$ cat config.mk
export PLATFORM = sky130hd
export DESIGN_NAME = mem_access
export DESIGN_NICKNAME = d
export VERILOG_FILES = /design/src/rtl/codes_pkg.sv /design/src/rtl/load_extract.sv /design/src/rtl/mem_access.sv
export SDC_FILE = /design/constraint.sdc
export NUM_CORES = 1
export LEC_CHECK = 0
export CORE_ASPECT_RATIO = 2
export CORE_MARGIN = 2
export CORE_UTILIZATION = 28
export CTS_CLUSTER_SIZE = 8
export DETAILED_ROUTE_END_ITERATION = 8
export GPL_ROUTABILITY_DRIVEN = 0
export HOLD_SLACK_MARGIN = 0.15
export PLACE_DENSITY = 0.54
export RECOVER_POWER = 50
export SLEW_MARGIN = 20
export SYNTH_ARGS = -nofsm -noshare
export SYNTH_HDL_FRONTEND = slang
export SYNTH_HIERARCHICAL = 1
export SYNTH_SLANG_ARGS = --single-unit
$ cat constraint.sdc
create_clock -name clk -period 3.1 [get_ports clk]
set_input_delay 0.62 -clock clk [delete_from_list [all_inputs] [get_ports clk]]
set_output_delay 0.62 -clock clk [all_outputs]
set_load 0.01 [all_outputs]
$ cat src/rtl/codes_pkg.sv
// Shared CPU codes: data width, memory opcodes, load/store FSM states and
// lane helpers reused by the control FSM and the load/store unit.
package codes;

  typedef logic [31:0] size_t;

  typedef enum logic [3:0] {
    OP_LB  = 4'd0,
    OP_LBU = 4'd1,
    OP_LH  = 4'd2,
    OP_LHU = 4'd3,
    OP_LW  = 4'd4,
    OP_SB  = 4'd5,
    OP_SH  = 4'd6,
    OP_SW  = 4'd7
  } opcode_t;

  typedef enum logic [1:0] {
    IDLE   = 2'd0,
    ACCESS = 2'd1,
    DONE   = 2'd2
  } mem_state_t;

  typedef enum logic [1:0] {
    SZ_NONE = 2'd0,
    SZ_BYTE = 2'd1,
    SZ_HALF = 2'd2,
    SZ_WORD = 2'd3
  } access_size_t;

  function automatic logic is_load(opcode_t op);
    return (op == OP_LB) || (op == OP_LBU) || (op == OP_LH) ||
           (op == OP_LHU) || (op == OP_LW);
  endfunction

  function automatic logic is_store(opcode_t op);
    return (op == OP_SB) || (op == OP_SH) || (op == OP_SW);
  endfunction

  // SZ_NONE marks an opcode that is not a memory operation.
  function automatic access_size_t access_size(opcode_t op);
    case (op)
      OP_LB, OP_LBU, OP_SB: return SZ_BYTE;
      OP_LH, OP_LHU, OP_SH: return SZ_HALF;
      OP_LW, OP_SW:         return SZ_WORD;
      default:              return SZ_NONE;
    endcase
  endfunction

  function automatic logic is_aligned(access_size_t sz, logic [1:0] offset);
    case (sz)
      SZ_HALF: return ~offset[0];
      SZ_WORD: return offset == 2'b00;
      default: return 1'b1;
    endcase
  endfunction

  function automatic logic [3:0] lane_enable(access_size_t sz, logic [1:0] offset);
    case (sz)
      SZ_BYTE: return 4'b0001 << offset;
      SZ_HALF: return offset[1] ? 4'b1100 : 4'b0011;
      SZ_WORD: return 4'b1111;
      default: return 4'b0000;
    endcase
  endfunction

  function automatic size_t lane_data(access_size_t sz, size_t data);
    case (sz)
      SZ_BYTE: return {4{data[7:0]}};
      SZ_HALF: return {2{data[15:0]}};
      default: return data;
    endcase
  endfunction

endpackage

$ cat src/rtl/load_extract.sv
// Picks the addressed byte/half out of a bus word and sign- or zero-extends
// it to 32 bits; words pass straight through.
module load_extract
  import codes::*;
(
  input  size_t      readdata,
  input  logic [1:0] offset,
  input  opcode_t    opcode,
  output size_t      result
);

  logic [7:0]  lanes [4];
  logic [7:0]  sel_byte;
  logic [15:0] sel_half;

  genvar gi;
  generate
    for (gi = 0; gi < 4; gi++) begin : g_lane
      assign lanes[gi] = readdata[8*gi +: 8];
    end
  endgenerate

  assign sel_byte = lanes[offset];
  assign sel_half = offset[1] ? {lanes[3], lanes[2]} : {lanes[1], lanes[0]};

  always_comb begin
    result = readdata;
    case (opcode)
      OP_LB:   result = {{24{sel_byte[7]}}, sel_byte};
      OP_LBU:  result = {24'h0, sel_byte};
      OP_LH:   result = {{16{sel_half[15]}}, sel_half};
      OP_LHU:  result = {16'h0, sel_half};
      default: result = readdata;
    endcase
  end

endmodule

$ cat src/rtl/mem_access.sv
// Load/store unit: one single-beat Avalon-style transfer per request, with
// lane selection, wait-state handling and misalignment rejection.
module mem_access
  import codes::*;
(
  input  logic       clk,
  input  logic       reset_n_i,
  input  logic       start_i,
  input  opcode_t    opcode_i,
  input  size_t      effective_address_i,
  input  size_t      store_data_i,
  output size_t      address_o,
  output logic       read_o,
  output logic       write_o,
  output logic [3:0] byteenable_o,
  output size_t      writedata_o,
  input  size_t      readdata_i,
  input  logic       waitrequest_i,
  output size_t      load_data_o,
  output logic       done_o,
  output logic       busy_o,
  output logic       misaligned_o
);

  mem_state_t   state_reg;
  opcode_t      op_reg;
  logic [1:0]   offset_reg;
  size_t        address_reg;
  logic [3:0]   be_reg;
  size_t        wd_reg;
  logic         read_reg;
  logic         write_reg;
  size_t        load_data_reg;
  logic         done_reg;
  logic         busy_reg;
  logic         mis_reg;

  access_size_t req_size;
  logic [1:0]   req_offset;
  size_t        load_result;

  assign req_size   = access_size(opcode_i);
  assign req_offset = effective_address_i[1:0];

  // Fed only by registered opcode/offset; readdata_i reaches nothing but the
  // load_data register.
  load_extract u_load_extract (
    .readdata (readdata_i),
    .offset   (offset_reg),
    .opcode   (op_reg),
    .result   (load_result)
  );

  always_ff @(posedge clk or negedge reset_n_i) begin
    if (!reset_n_i) begin
      state_reg     <= IDLE;
      op_reg        <= OP_LB;
      offset_reg    <= 2'b00;
      address_reg   <= '0;
      be_reg        <= 4'b0000;
      wd_reg        <= '0;
      read_reg      <= 1'b0;
      write_reg     <= 1'b0;
      load_data_reg <= '0;
      done_reg      <= 1'b0;
      busy_reg      <= 1'b0;
      mis_reg       <= 1'b0;
    end else begin
      done_reg <= 1'b0;
      mis_reg  <= 1'b0;
      case (state_reg)
        IDLE: begin
          if (start_i) begin
            busy_reg <= 1'b1;
            if (req_size == SZ_NONE) begin
              state_reg <= DONE;
              done_reg  <= 1'b1;
            end else if (!is_aligned(req_size, req_offset)) begin
              state_reg <= DONE;
              done_reg  <= 1'b1;
              mis_reg   <= 1'b1;
            end else begin
              state_reg   <= ACCESS;
              op_reg      <= opcode_i;
              offset_reg  <= req_offset;
              address_reg <= {effective_address_i[31:2], 2'b00};
              be_reg      <= lane_enable(req_size, req_offset);
              wd_reg      <= lane_data(req_size, store_data_i);
              read_reg    <= is_load(opcode_i);
              write_reg   <= is_store(opcode_i);
            end
          end
        end
        ACCESS: begin
          if (!waitrequest_i) begin
            read_reg  <= 1'b0;
            write_reg <= 1'b0;
            state_reg <= DONE;
            done_reg  <= 1'b1;
            if (is_load(op_reg))
              load_data_reg <= load_result;
          end
        end
        DONE: begin
          state_reg <= IDLE;
          busy_reg  <= 1'b0;
        end
        default: begin
          state_reg <= IDLE;
          busy_reg  <= 1'b0;
          read_reg  <= 1'b0;
          write_reg <= 1'b0;
        end
      endcase
    end
  end

  assign address_o    = address_reg;
  assign read_o       = read_reg;
  assign write_o      = write_reg;
  assign byteenable_o = be_reg;
  assign writedata_o  = wd_reg;
  assign load_data_o  = load_data_reg;
  assign done_o       = done_reg;
  assign busy_o       = busy_reg;
  assign misaligned_o = mis_reg;

endmodule

==> results.cfg <==
[worst_hold_path]
hold_class = input port to asynchronous set/reset pin

[detailed_routing]
dr_wl_met3_um = 857
drtIter0Drc = 169
wire_per_inst_um = 18.5
drc = 0
routed-wl-met2_mm = 9.56
wl_mm = 17.5
vias = 4638
vias_per_cell = 4.88
firstDrtPassIters = 5
met1_length_mm = 6.13
highest_layer = met4
ant_nets = 0

[floorplan]
ios = 209
die_h_um = 203
core_area_mm2 = 0.0194
fp.dieW_um = 103
start_util = 0.285
die_area_mm2 = 0.0209
rows = 72

[yosys]
synth.cell_area_mm2 = 0.00552
synth-edff-count = 0
yosysTopAreaCell = dfrtp_1
yosysUniqueCellTypes = 44
synth_flop_cell = dfrtp_1
yosys-top-cells-area = dfrtp_1 (50%), mux2_4 (12%), mux2_2 (7.1%)
synthArstFlopShare = 1.00
ys_seq_area_frac = 0.504
ys_warn_count = 6
ys_seq_elements = 111
syn_avg_cell_area_um2 = 11.6
synth.most_common_cell = dfrtp_1
synth_common_cells = dfrtp_1 (111), o21ai_0 (63), mux2_4 (44)
synth_top_area_frac = 0.504
synthCells = 474

[setup_path]
max_stage_delay_ns = 0.53
r2r-start = offset_reg[1]
startpoint_type = input port
cp_slowest_cell = clkdlybuf4s50_1
worstPathArrival_ns = 3.00
setup.worst_path.start = opcode_i[2]
crit_chain = clkdlybuf4s50_1 > a21oi_1 > nor2_1 > inv_1 > ha_1 > or4b_4 > or2_4 > buf_12 > mux2_4
path_max_fanout = 29
critPathKind = input port to register
endpoint_kind = register
required_ns = 3.34

[global_routing]
grt_first_pass_wirelength_mm = 27.3
grt_max_degree = 47
antenna_found_initial = 0
globalRouteTotalUtil = 0.172
globalRouteOverflowTotal = 0
grt_pass1_vias = 5035

[run]
max-cap-violations = 0

[timing]
drv_slew = 0
setup_viol = 0
rsz0062_at_grt = no
period_share = 0.891
hold_viol = 0
skew_ns = 0.0103
tightest_slew_ns = 1.34
tns_ns = 0
period_needed_ns = 2.76
relSlewSlack = 0.104
max_freq_mhz = 362

[place]
port_buffers = 206
dp.cells = 935
dp_hpwl_mm = 13.7

[clock_tree]
post_cts_resize_count = 0
htreeDepth = 3
clk_pin_slew_ns = 0.08
clockBufferDepth = 2
cts_num_sinks = 111
cts_root_buf = clkbuf_16
cts_hold_buf = 0
tritoncts = built
post_cts_buffers = 0
numCtsBuffers = 9
clkLatencyLatePin_ns = 0.35

[final_layout]
fillCellCount = 1885
final_nets = 796
area.growth.synth_to_final_pct = 48.9
diodes = 0
multi_input_area_mm2 = 0.00248
final_util = 0.424
final_cells = 951
drive_gt1_frac = 0.188
final-seq-area_mm2 = 0.00278

[pwr]
power_mw = 6.33
ir_worst_vdd_mv = 0.274
pwr_density_cell_mw_per_mm2 = 771
p_leak_nw = 3.70

[run_status]
status = completed
## cell usage in the layout, fill, tap and decap left out, drive strengths merged, types with 5 or more instances in the layout
cell             n
a21o            18
a21oi           31
a22oi            8
buf             26
clkbuf          13
clkdlybuf4s50  154
dfrtp          111
dlygate4sd3     51
ha               5
inv             12
mux2            81
nand2           26
nand3           16
nand4            5
nor2            20
nor2b            9
o21ai           69
o2bb2ai          6
## worst max-delay path, delay by kind of cell
family	cells	cell delay, ns
AOI/OAI and AO/OA	1	0.11
adders and majority gates	1	0.20
buffers and inverters	3	0.81
muxes	1	0.32
and+or+nand+nor	3	0.91
## final timing paths
check | slack [ns] | endpoint | depth (start not counted)
setup / recovery | 0.34 | address_o[18] | 9
hold / removal | 0.49 | load_data_o[4] | 1
setup reg to reg | 0.83 | load_data_o[22] | 5
hold reg to reg | 0.50 | load_data_o[22] | 1
max in group asynchronous | 0.77 | writedata_o[2] | 2
min in group clk | 0.50 | load_data_o[22] | 1
## routing by layer
| metal | track usage | vias to the layer above |
|---|---|---|
| met5 | 0 | - |
| met4 | 0.109 | 0 |
| met3 | 0.0275 | 44 |
| met2 | 0.308 | 188 |
| met1 | 0.179 | 2291 |
| li1 | - | 2115 |
## area by class of cell
cell class / instances / share of cell area
clock buffer: 10 / 0.0279
clock inverter: 6 / 0.0110
inverter: 10 / 0.00457
multi-input combinational: 321 / 0.302
sequential: 111 / 0.338
tap: 259 / 0.0394
timing repair buffer: 234 / 0.277
## metrics by stage
step	cell area, um^2	worst slack, ns	hold slack (ns)
floorplan	5520	0.508	0.324
global placement	7920	-0.00340	0.491
detailed placement	7920	-0.0447	0.493
CTS	8240	0.335	0.294
global route	8220	0.197	0.510
finish	8220	0.338	0.489
## cell families after synthesis
kind of cell,Yosys count,share of synthesized area
AO/OA/AOI/OAI,147,0.162
adder cells (fa/ha/maj),5,0.0113
buffers and inverters,43,0.0474
flip-flops,111,0.504
multiplexers,83,0.201
other,1,0.000680
AND/OR/NAND/NOR,84,0.0742
## report_power, final
part | internal, mW | total [mW] | leakage, nW | switching [mW]
combinational | 1.58 | 2.75 | 2.17 | 1.17
sequential | 1.98 | 2.32 | 1.37 | 0.339
clock | 0.714 | 1.26 | 0.153 | 0.546
No activity file was read; power rests on OpenSTA's default activity.
